<file path="src/rtl/dds_wave_ctrl.sv">
// dds_wave_ctrl
//   Control stage in front of the single-port waveform RAM of the DDS.
//   It loads a complete waveform table through a valid/ready stream. After
//   that it plays the table back. A phase accumulator produces one RAM read
//   address per cycle, and the returned samples become the output stream.
//
// Handshake: a load sample transfers on any rising edge where
//   ld_valid && ld_ready. ld_ready depends only on the FSM state (high in
//   LOAD), so it never depends combinationally on ld_valid.
//
// Ports
//   clk, rst                 single clock, synchronous active-high reset
//   load_start               pulse, starts a table load (IDLE or RUN)
//   ld_valid/ld_ready/ld_data  load sample stream
//   load_done                one-cycle pulse once the last write has committed
//   run_en                   level, enables playback
//   freq_word, phase_off     phase increment / offset, sampled each RUN cycle
//   ram_wea/ram_addr/ram_wr_data  registered RAM controls
//   ram_re_data              RAM read data, RD_LAT cycles after ram_addr
//   dout, dout_valid         output sample stream
//   dbg_state                current FSM state (0 IDLE, 1 LOAD, 2 DRAIN, 3 RUN)
module dds_wave_ctrl #(
  parameter int DATA_WIDTH = 8,
  parameter int DATA_DEPTH = 256,
  parameter int PHASE_W    = 32,
  parameter int RD_LAT     = 2,
  localparam int ADDR_W    = $clog2(DATA_DEPTH)
) (
  input  logic                  clk,
  input  logic                  rst,
  input  logic                  load_start,
  input  logic                  ld_valid,
  output logic                  ld_ready,
  input  logic [DATA_WIDTH-1:0] ld_data,
  output logic                  load_done,
  input  logic                  run_en,
  input  logic [PHASE_W-1:0]    freq_word,
  input  logic [PHASE_W-1:0]    phase_off,
  output logic                  ram_wea,
  output logic [ADDR_W-1:0]     ram_addr,
  output logic [DATA_WIDTH-1:0] ram_wr_data,
  input  logic [DATA_WIDTH-1:0] ram_re_data,
  output logic [DATA_WIDTH-1:0] dout,
  output logic                  dout_valid,
  output logic [1:0]            dbg_state
);

  localparam int SHIFT = PHASE_W - ADDR_W;
  localparam int DR_W  = $clog2(RD_LAT + 2);

  typedef enum logic [1:0] {
    S_IDLE  = 2'd0,
    S_LOAD  = 2'd1,
    S_DRAIN = 2'd2,
    S_RUN   = 2'd3
  } state_t;

  state_t                state_q, state_d;
  logic [ADDR_W-1:0]     cnt_q, cnt_d;
  logic [DR_W-1:0]       drain_q, drain_d;
  logic [PHASE_W-1:0]    acc_q, acc_d;
  logic                  wea_q, wea_d;
  logic [ADDR_W-1:0]     addr_q, addr_d;
  logic [DATA_WIDTH-1:0] wr_data_q, wr_data_d;
  logic                  load_done_q, load_done_d;
  logic [RD_LAT:0]       tag_q, tag_d;
  logic [DATA_WIDTH-1:0] dout_q, dout_d;
  logic                  dout_valid_q, dout_valid_d;
  logic                  issue;
  logic                  flush;
  logic [PHASE_W-1:0]    rd_phase;

  // Read phase: accumulator plus offset, wrapping modulo 2^PHASE_W.
  assign rd_phase = acc_q + phase_off;

  always_comb begin
    state_d     = state_q;
    cnt_d       = cnt_q;
    drain_d     = drain_q;
    acc_d       = acc_q;
    wea_d       = 1'b0;
    addr_d      = addr_q;
    wr_data_d   = wr_data_q;
    load_done_d = 1'b0;
    issue       = 1'b0;
    flush       = 1'b0;

    case (state_q)
      S_IDLE: begin
        if (load_start) begin
          state_d = S_LOAD;
          cnt_d   = '0;
        end else if (run_en) begin
          // The entry edge acts as the first playback step, taken from
          // acc = 0. The first address is therefore the top bits of
          // phase_off, and the accumulator moves on to 0 + freq_word.
          state_d = S_RUN;
          acc_d   = freq_word;
          addr_d  = ADDR_W'(phase_off >> SHIFT);
          issue   = 1'b1;
        end
      end
      S_LOAD: begin
        if (ld_valid) begin
          wea_d     = 1'b1;
          addr_d    = cnt_d;
          wr_data_d = ld_data;
          cnt_d     = cnt_q + ADDR_W'(1);
          if (cnt_q == ADDR_W'(DATA_DEPTH - 1)) begin
            state_d = S_DRAIN;
            drain_d = '0;
          end
        end
      end
      S_DRAIN: begin
        // Hold off until the RAM's input-registered write has landed.
        if (drain_q == DR_W'(RD_LAT)) begin
          state_d     = S_IDLE;
          drain_d     = '0;
          load_done_d = 1'b1;
        end else begin
          drain_d = drain_q + DR_W'(1);
        end
      end
      S_RUN: begin
        if (load_start) begin
          state_d = S_LOAD;
          cnt_d   = '0;
          flush   = 1'b1;
        end else if (!run_en) begin
          state_d = S_IDLE;
          flush   = 1'b1;
        end else begin
          acc_d  = acc_q + freq_word;
          addr_d = ADDR_W'(rd_phase >> SHIFT);
          issue  = 1'b1;
        end
      end
      default: state_d = S_IDLE;
    endcase
  end

  // Read pipeline. tag_q[RD_LAT] lines up with ram_re_data for the address
  // issued RD_LAT cycles earlier. Leaving RUN drops every sample still in
  // flight, and dout keeps its last value.
  always_comb begin
    tag_d        = '0;
    dout_d       = dout_q;
    dout_valid_d = 1'b0;
    if (!flush) begin
      tag_d        = {tag_q[RD_LAT-1:0], issue};
      dout_valid_d = tag_q[RD_LAT];
      if (tag_q[RD_LAT]) dout_d = ram_re_data;
    end
  end

  always_ff @(posedge clk) begin
    if (rst) begin
      state_q      <= S_IDLE;
      cnt_q        <= '0;
      drain_q      <= '0;
      acc_q        <= '0;
      wea_q        <= 1'b0;
      addr_q       <= '0;
      wr_data_q    <= '0;
      load_done_q  <= 1'b0;
      tag_q        <= '0;
      dout_q       <= '0;
      dout_valid_q <= 1'b0;
    end else begin
      state_q      <= state_d;
      cnt_q        <= cnt_d;
      drain_q      <= drain_d;
      acc_q        <= acc_d;
      wea_q        <= wea_d;
      addr_q       <= addr_d;
      wr_data_q    <= wr_data_d;
      load_done_q  <= load_done_d;
      tag_q        <= tag_d;
      dout_q       <= dout_d;
      dout_valid_q <= dout_valid_d;
    end
  end

  assign ld_ready    = (state_q == S_LOAD);
  assign load_done   = load_done_q;
  assign ram_wea     = wea_q;
  assign ram_addr    = addr_q;
  assign ram_wr_data = wr_data_q;
  assign dout        = dout_q;
  assign dout_valid  = dout_valid_q;
  assign dbg_state   = state_q;

endmodule

</file>
<file path="config.mk">
export PLATFORM = sky130hd
export DESIGN_NAME = dds_wave_ctrl
export DESIGN_NICKNAME = d
export VERILOG_FILES = /design/src/rtl/dds_wave_ctrl.sv
export SDC_FILE = /design/constraint.sdc
export NUM_CORES = 1
export LEC_CHECK = 0
export CORE_MARGIN = 3
export CORE_UTILIZATION = 25
export CTS_CLUSTER_SIZE = 40
export DETAILED_ROUTE_END_ITERATION = 16
export HOLD_SLACK_MARGIN = 0.08
export PLACE_DENSITY = 0.52
export SYNTH_ARGS = -nofsm -noshare
export SYNTH_HDL_FRONTEND = slang
export SYNTH_SLANG_ARGS = --single-unit
</file>
<file path="constraint.sdc">
create_clock -name clk -period 5.4 [get_ports clk]
set_input_delay 1.08 -clock clk [delete_from_list [all_inputs] [get_ports clk]]
set_output_delay 1.08 -clock clk [all_outputs]
set_load 0.02 [all_outputs]
</file>
-- Word level (Yosys, flattened, before mapping)
Index checks and enable logic that the tools add are counted.
- bits in registers: 74
- latch bits: 0
- memory bits (writable): 0
- memory bits (read-only): 0
- input bits: 85
- output and inout port bits: 30
- logic and storage cells: 84
- memories kept: 0
- $add $sub $neg: 4
- multiply operators: 0
- divide/modulo/power cells: 0
- $lt $le $gt $ge: 0
- equal/unequal tests: 15
- shift operators: 0
- muxes and demuxes: 32
- bitwise logic cells: 4
- reductions and logical operators: 17
- operators by type and width (cell ; count):
    2-to-1 mux 32 bit ; 4
    adder 32 bit ; 2
    one-hot mux 32 bit (2 select lines) ; 1
    2-to-1 mux 8 bit ; 7
    one-hot mux 8 bit (3 select lines) ; 1
    2-to-1 mux 2 bit ; 10
    one-hot mux 8 bit (2 select lines) ; 1
    inequality test 2 bit, second input constant ; 6
    AND reduction 5 bit ; 2
    adder 8 x 1 -> 8 bit, second input constant ; 1
    equality test 8 bit, second input constant ; 1
    one-hot mux 2 bit (4 select lines) ; 1
    OR reduction 2 bit ; 4
    equality test 2 bit, second input constant ; 3
    2-to-1 mux 1 bit ; 6
    inequality test 3 bit, second input constant ; 2
    AND reduction 3 bit ; 2
    AND reduction 6 bit ; 1
    nonzero test 2 bit ; 3
    inequality test 2 x 1 -> 1 bit, second input constant ; 2
    inverter 1 bit ; 4
    one-hot mux 2 bit (2 select lines) ; 1
    AND reduction 2 bit ; 2
    OR reduction 4 bit ; 1
    4 further kinds ; 4

-- Depth between registers and ports, before layout
Gate-level depths: netlist (run 1).
- word-level depth: 5
- gate-level depth with buffers: 12
- depth with buffers taken out: 12

-- Least setup slack after synthesis (run 1)
No wires, ideal clock.
- path kind: input -> register
- start point: in freq_word[0]
- end point: reg acc_q[22]
- setup time: 70 ps
- arrival time: 3680 ps
- data required time: 5330 ps
- slack: 1650 ps
- stages: 12
- path buffers: 0
- path through: ha_1 -> inv_1 -> fa_1 -> nand2b_1 -> a21oi_1 -> o31a_1 -> o31a_1 -> o41a_1 -> a221o_1 -> and2_1 -> a211o_1 -> a21oi_1
- cells in the longest elaborated chain, start to end: 4
- RTL lines (element ; line ; RTL):
    from (decl) ; 37 ; input logic [PHASE_W-1:0] freq_word,
    adder 32 bit ; 134 ; acc_d = acc_q + freq_word;
    2-to-1 mux 32 bit ; 130 ; end else if (!run_en) begin
    2-to-1 mux 32 bit ; 126 ; if (load_start) begin
    one-hot mux 32 bit (2 select lines) ; 88 ; case (state_q)
    to (signal assigned) ; 162 ; acc_q <= '0;
    to (signal assigned) ; 174 ; acc_q <= acc_d;
    to (decl) ; 61 ; logic [PHASE_W-1:0] acc_q, acc_d;
Every way passes these cells. The select of a mux whose other input is x is not followed.
A chain may end at the register's enable or synchronous reset.

-- Worst setup path in the final report (run 1)
- start point: in phase_off[1]
- end point: reg addr_q[7], in the netlist ram_addr[7]
- cells in the longest elaborated chain, start to end: 4
- RTL lines (element ; line ; RTL):
    from (decl) ; 38 ; input logic [PHASE_W-1:0] phase_off,
    adder 32 bit ; 74 ; assign rd_phase = acc_q + phase_off;
    2-to-1 mux 8 bit ; 130 ;
    2-to-1 mux 8 bit ; 126 ;
    one-hot mux 8 bit (3 select lines) ; 88 ;
    to (signal assigned) ; 176 ; addr_q <= addr_d;
    to (decl) ; 63 ; logic [ADDR_W-1:0] addr_q, addr_d;
Every way passes these cells. The select of a mux whose other input is x is not followed.

==> summary.txt, run 1 <==
Floorplanning
  – Io pins: 115
  – Core area: approximately 22000 µm²
  – Row count: 54
  – Die W: roughly 160 µm
  – DIE HEIGHT: approximately 160 µm
  – Initial Util: around 25%
  – Die area: about 24000 µm²

Timing
  – Slew Limit Headroom: approximately 44%
  – WHS: approximately 0.43 ns
  – Max Slew Vio Count: 0
  – Hold Violations, Final: 0
  – Tmin final: roughly 4.1 ns
  – Period utilization: approximately three quarters
  – Skew final: 0.00827 ns
  – Setup TNS: 0 ns
  – RSZ-0062 raised after global routing: false
  – F_max: roughly 0.24 GHz
  – Worst slew pin tran: 0.831 ns
  – Finish-stage setup viols: 0

Yosys
  – Syn_area_per_cell: slightly below 8 µm²
  – Adder-cell share of the synthesized area: between 10% and 20%
  – Post-synthesis cell type count: just under 60
  – Synth area leaders: dfxtp_1 (27%), ha_1 (15%), a21oi_1 (6.7%)
  – Mapped Cells: roughly 700
  – Post-synth ARST share: 0%
  – Compound-Gate Fraction of Synth Area: 28.3%
  – Simple-gate share of the synthesized area: 19.4%
  – Post-synth top flop: dfxtp_1
  – Post-synth top cells: nor2_1 (79), a21oi_1 (75), dfxtp_1 (74)
  – Xor/xnor cell area share of the yosys netlist: under 10%
  – Post-synthesis mux area share: ~2.5%
  – Yosys reg bits: 74
  – Post-synth EDFFs: 0
  – Seq/Total Area, Yosys: about a quarter
  – Largest family of logic cells by synthesized area: compound AO/OA/AOI/OAI gates
  – Top-count cell post-synth: nor2_1
  – Leading area contributor after synthesis: dfxtp_1
  – Yosys top cell area share: 26.6%
  – Cell Area, Synth: approximately 5600 µm²
  – Yosys warning count: 0
  – Syn_nets: between 800 and 900

Hold path
  – Hold Startpoint: tag_q[0]
  – Hold path depth: 1
  – Worst Hold End: tag_q[1]
  – Hold WC Path Type: flop to flop

Routing
  – DR vias: between 5000 and 6000
  – Routed Antenna Nets: 0
  – WL/cell: between 15 and 20 µm
  – Drt drc: 0
  – First-pass DRT Iterations: 5
  – DR vias/cell: between 5 and 6
  – Drt first-iter violations: around 370
  – Post-Route WL: roughly 17 mm

Placed design
  – # port buffers: roughly 110
  – GP Congestion: between 0.8 and 0.9
  – DP HPWL: between 10 and 15 mm
  – Placed inst area: roughly 7000 µm²

Final layout
  – Multi-input gate area: approximately 3900 µm²
  – Nets: about 960
  – Share of layout cells above drive strength 1: about 4.2%
  – Fin area: 7330 µm²
  – Area Growth Syn to Fin: 31.5%
  – # diodes: 0
  – # fillers: ~2400
  – Register Area: ~1500 µm²

Global routing
  – Pin count of the biggest net entering global routing: 50
  – Gr usage total: between 10 and 15%
  – Initial antenna violation count: 0
  – Number of global-route vias before repair: roughly 5200
  – First-pass GRT wire length: 27.7 mm
  – Gr ovfl total: 0

Critical path
  – Worst-path fanout max: 3
  – Delay-heaviest family, CP: compound AO/OA/AOI/OAI gates
  – Worst R2R Setup Slack: approximately 2.0 ns
  – WP data required: 5.66 ns
  – Crit path capture type: flop
  – R2R Path End: ram_addr[7]
  – Crit path kind: input pin to flop
  – CP arrival: about 4.4 ns
  – Crit path largest cell delay: ~0.75 ns
  – Crit path buf inv count: 1
  – FF-to-FF path depth: 10
  – Worst Setup Start Kind: input pin
  – Worst R2R Start: acc_q[1]
  – CP cell instances: clkdlybuf4s50_1, ha_1, a311oi_1, nor2_1, o311ai_0, a211oi_1, o31ai_1, o2111ai_1, xnor2_1, nand2_1, a311oi_1
  – Most frequent CP cell: a311oi_1
  – Slowest CP cell: o311ai_0

Clock tree
  – CTS max path bufs: 2
  – CTS Sinks: 74
  – PostCTS Resize Cnt: 0
  – CTS root buffer: clkbuf_16
  – Setup repair bufs after CTS: 0
  – CTS tree: yes
  – Total CTS buffers: 9
  – CTS clk-pin slew, worst paths: around 0.060 ns
  – CTS H-Tree Depth: 3
  – Clock Latency Late Sink: 0.35 ns
  – CTS Hold Bufs: 0

Power
  – Cell Int Power: between 1500 and 2000 µW
  – Sequential share of power: between 20% and 30%
  – Leak: 0.00289 µW
  – Switching power: around 970 µW
  – Combinational share of power: approximately 45%
  – Pwr dens: approximately 340 nW/µm²
  – Clock power frac: a little over a quarter
  – Peak supply drop: about 0.14 mV
  – Switching Share: 38.9%

Run
  – Max-capacitance violation count: 0

Run status
  – Status: completed
-- through the flow --
stage / utilization, % / setup WS (ns) / cells / total power (µW)
after floorplan: - / 1.65 / 709 / 1460
after global placement: 32.0 / 0.834 / 1078 / 1850
after detailed placement: 32.0 / 0.849 / 1078 / 1850
after CTS: 33.5 / 1.22 / 1094 / 2540
after global routing: 33.5 / 0.910 / 1094 / 2700
final: 33.5 / 1.27 / 1094 / 2510
-- flip-flops by register name (all words and copies together), names as in the netlist, 2 cells and up --
register	flops
ram_wr_data	8
cnt_q	8
tag_q	3
dbg_state	2
acc_q	32
dout	8
drain_q	2
ram_addr	8
-- layer usage --
layer  GRT usage (%)  routed length [µm]
met3            2.03                 789
met1            20.0                8200
met4            4.34                 274
met2            22.8                8040
met5               0                   0
-- worst reg2reg max path, delay by kind of cell, from the launching register on --
kind	cells	cell delay, ns
flops	1	0.40
simple gates	2	0.17
xor+xnor	1	0.17
compound gates	6	2.29
fa+ha+maj	1	0.26
-- logic make-up (layout without fill, tap and decap cells) --
logic type	after synthesis	count (layout)
compound gates	240	240
xor+xnor	29	29
fa+ha+maj	67	67
buf+inv	52	157
flops	74	74
mux	14	14
simple gates	233	233
-- worst max path at each step --
stage,start,end,slack [ns],cells past startpoint
6_report,phase_off[1],ram_addr[7],1.27,11
5_1_grt,phase_off[1],ram_addr[7],0.91,11
4_1_cts,phase_off[1],ram_addr[7],1.22,11
3_5_place_dp,phase_off[1],ram_addr[7],0.85,11
3_3_place_gp,phase_off[1],ram_addr[7],0.83,11
2_1_floorplan,freq_word[0],acc_q[22],1.65,12
-- final cells by class --
class | instances | area share [%]
multi-input cells | 583 | 53.3
inverters | 19 | 0.972
well taps | 280 | 4.78
flip-flops and latches | 74 | 20.2
repair buffers | 122 | 16.3
clock buffers | 10 | 3.26
clock inverters | 6 | 1.19
-- layout by cell type (no fill, tap or decap), types with 8 or more instances in the layout --
cell,n
ha_1,66
nand2b_1,10
a211oi_1,25
nor2_1,78
a21oi_1,75
inv_1,18
clkbuf_16,9
a22oi_1,11
xor2_1,12
clkdlybuf4s50_1,113
dfxtp_1,74
o22ai_1,10
nand2_1,65
nand3_1,22
mux2i_1,14
buf_4,8
o21ai_0,29
a311oi_1,8
a21o_1,16
xnor2_1,17
nor2b_1,9
-- power by group through the flow --
stage          sequential, µW  combinational [µW]  clock [µW]
6_report                  699                1130         677
5_1_grt                   711                1270         719
4_1_cts                   701                1140         700
3_5_place_dp              713                1140           0
3_3_place_gp              712                1130           0
2_1_floorplan             743                 721           0
Note: power is estimated with default switching activity, not from simulation.
==> inputs of run 2 (changes only) <==
--- a/config.mk
+++ b/config.mk
@@ -10,7 +10,7 @@
 export CTS_CLUSTER_SIZE = 40
 export DETAILED_ROUTE_END_ITERATION = 16
 export HOLD_SLACK_MARGIN = 0.08
-export PLACE_DENSITY = 0.52
+export PLACE_DENSITY = 0.53
 export SYNTH_ARGS = -nofsm -noshare
 export SYNTH_HDL_FRONTEND = slang
 export SYNTH_SLANG_ARGS = --single-unit
==> constraint.sdc (replaced) <==
create_clock -name clk -period 3.5 [get_ports clk]
set_input_delay 0.7 -clock clk [delete_from_list [all_inputs] [get_ports clk]]
set_output_delay 0.7 -clock clk [all_outputs]
set_load 0.02 [all_outputs]
==> summary.txt, run 2 (synthesized netlist as in run 1, its figures left out) <==
Critical path
  – Crit path kind: input pin to flop
  – Worst-path fanout max: 6 (+3)
  – CP cell instances: clkdlybuf4s50_1, ha_4, o21ai_2, a21oi_2, o31a_1, o31a_1, o41a_1, a221o_2, and2_4, a211o_1, a21oi_1
  – Worst Setup Start Kind: input pin
  – Crit path capture type: flop
  – Crit path largest cell delay: 0.53 ns (-0.22 ns)
  – CP arrival: 3.65 ns (-0.74 ns)
  – Most frequent CP cell: o31a_1
  – WP data required: 3.78 ns (-1.88 ns)
  – Slowest CP cell: clkdlybuf4s50_1
  – Delay-heaviest family, CP: compound AO/OA/AOI/OAI gates
  – Crit path buf inv count: 1 (unchanged)

Clock tree
  – CTS root buffer: clkbuf_16
  – Clock Latency Late Sink: 0.35 ns (about the same)
  – CTS max path bufs: 2 (unchanged)
  – CTS clk-pin slew, worst paths: 0.06 ns (about the same)
  – CTS H-Tree Depth: 3 (unchanged)
  – CTS Sinks: 74 (unchanged)
  – CTS tree: yes
  – Total CTS buffers: 9 (unchanged)

Routing
  – DR vias/cell: 5.00 (-1.8%)
  – First-pass DRT Iterations: 6 (+1)
  – Drt drc: 0 (unchanged)
  – Drt first-iter violations: 318 (-15%)
  – Post-Route WL: 18.0 mm (+3.8%)
  – WL/cell: 15.7 µm (-0.88%)
  – DR vias: 5725 (+2.9%)
  – Routed Antenna Nets: 0 (unchanged)

Power
  – Cell Int Power: 2420 µW (+58%)
  – Peak supply drop: 0.197 mV (+44%)
  – Switching Share: 39.1% (+0.27 points)
  – Sequential share of power: 27.1% (-0.8 points)
  – Total power draw: 3980 µW (+58%)
  – Clock power frac: 24.6% (-2.4 points)
  – Combinational share of power: 48.3% (+3.2 points)
  – Switching power: 1560 µW (+60%)
  – Pwr dens: 510 nW/µm² (+49%)
  – Leak: 0.00315 µW (+9.3%)

Hold path
  – Hold WC Path Type: flop to flop

Timing
  – Tmin final: 3.37 ns
  – F_max: roughly 0.3 GHz
  – Final worst setup slack: 0.130 ns (-1.14 ns)
  – Period utilization: ~96%
  – Worst slew pin tran: 0.730 ns (-0.101 ns)
  – Slew Limit Headroom: 51.3% (+7.4 points)
  – Max Slew Vio Count: 0 (unchanged)
  – Hold Violations, Final: 0 (unchanged)
  – Finish-stage setup viols: 0 (unchanged)
  – Skew final: 0.00776 ns (-0.000504 ns)

Final layout
  – Biggest register: acc_q
  – Nets: 1013 (+5.4%)
  – Most frequent cells in the layout: clkdlybuf4s50_1 (112), nor2_1 (78), dfxtp_1 (74)
  – Multi-input gate area: 3990 µm² (+2.0%)
  – Most common cell after layout, fill and taps aside: clkdlybuf4s50_1
  – Register Area: 1480 µm² (unchanged)
  – # diodes: 0 (unchanged)
  – Max reg flops: 32 (unchanged)
  – Area Growth Syn to Fin: 39.7%
  – # fillers: 2346 (-0.72%)
  – Share of layout cells above drive strength 1: 11.8% (+7.6 points)

Global routing
  – Initial antenna violation count: 0 (unchanged)
  – Gr usage total: 14.7% (+0.34 points)
  – Pin count of the biggest net entering global routing: 34 (-32%)
  – First-pass GRT wire length: 28.3 mm (+2.1%)
  – Number of global-route vias before repair: 5455 (+4.1%)
  – Gr ovfl total: 0 (unchanged)

Floorplanning
  – Initial Util: 25.5% (unchanged)
  – Io pins: 115 (unchanged)
  – DIE HEIGHT: 155 µm (unchanged)
  – Core area: 21900 µm² (unchanged)
  – Row count: 54 (unchanged)
  – Die W: 155 µm (unchanged)
  – Die area: 24100 µm² (unchanged)

Run
  – Max-capacitance violation count: 0 (unchanged)

Placed design
  – DP HPWL: 13.8 mm (+5.5%)
  – GP Congestion: 0.846 (+0.53%)
  – Setup WS pre-CTS: -0.425 ns (-1.27 ns)
  – # port buffers: 114 (unchanged)

Run status
  – Status: completed
-- run 2: cell types whose count changed in the layout (fill, tap and decap cells not counted), moves of 2 or more --
cell / change
buf_4: +51
ha_1: -4
a2111oi_0: -3
a2111oi_2: +3
a21oi_1: -3
a21oi_2: +3
clkinv_4: +3
ha_2: +2
ha_4: +2
inv_6: -2
-- run 2: path summary, 6_finish.rpt --
path | startpoint | endpoint | slack [ns] | cells past startpoint
setup / recovery | freq_word[3] | acc_q[22] | 0.13 | 11
hold reg to reg | tag_q[1] | tag_q[2] | 0.44 | 1
hold / removal | tag_q[1] | tag_q[2] | 0.44 | 1
setup reg to reg | acc_q[0] | acc_q[22] | 0.46 | 12
-- run 2: worst register-to-register path: stages, from the launching register on --
cell and delay, ns:
dfxtp_1 0.34, ha_2 0.18, inv_1 0.07, fa_2 0.20, nand2b_4 0.13, a21oi_2 0.06, o31a_1 0.25, o31a_1 0.30
o41a_1 0.41, a221o_2 0.46, and2_4 0.19, a211o_1 0.28, a21oi_1 0.11
-- run 2: cell type report --
cell class	instances	share of cell area [%]
multi-input combinational	583	51.1
clock buffer	10	3.07
inverter	19	0.915
timing repair buffer	174	20.5
tap	280	4.49
clock inverter	6	0.851
sequential	74	19.0
-- run 2: metrics by stage --
| step | instances | util (%) | cell area, µm² | hold slack, ns | TNS (ns) |
|---|---|---|---|---|---|
| finish | 1146 | 35.6 | 7800 | 0.437 | 0 |
| global route | 1146 | 35.6 | 7800 | 0.458 | -0.00508 |
| CTS | 1145 | 35.2 | 7710 | 0.438 | 0 |
| detailed placement | 1129 | 33.8 | 7400 | 0.420 | -4.00 |
| global placement | 1129 | 33.8 | 7400 | 0.409 | -3.65 |
| floorplan | 709 | - | 5580 | 0.406 | 0 |
-- run 2: timing repair --
action	CTS	global route
pin swaps	2	5
setup buffers	0	1
endpoints found under the setup margin	3	12
gates resized for setup	0	20
hold buffers	0	0
-- run 2: per-layer routing --
layer / part of all wire [%] / up-vias / global-route usage, %
met5: 0 / - / 0
met4: 1.3 / 0 / 4.50
met3: 5.2 / 16 / 2.70
met2: 46 / 138 / 23.5
met1: 47 / 2639 / 20.0
li1: - / 2932 / -
-- run 2: power by group through the flow --
stage / Clock (µW) / Sequential [µW] / Combinational [µW]
2_1_floorplan: 0 / 1150 / 1110
3_3_place_gp: 0 / 1100 / 1880
3_5_place_dp: 0 / 1100 / 1880
4_1_cts: 1010 / 1080 / 1890
5_1_grt: 1030 / 1100 / 2140
6_report: 977 / 1080 / 1920
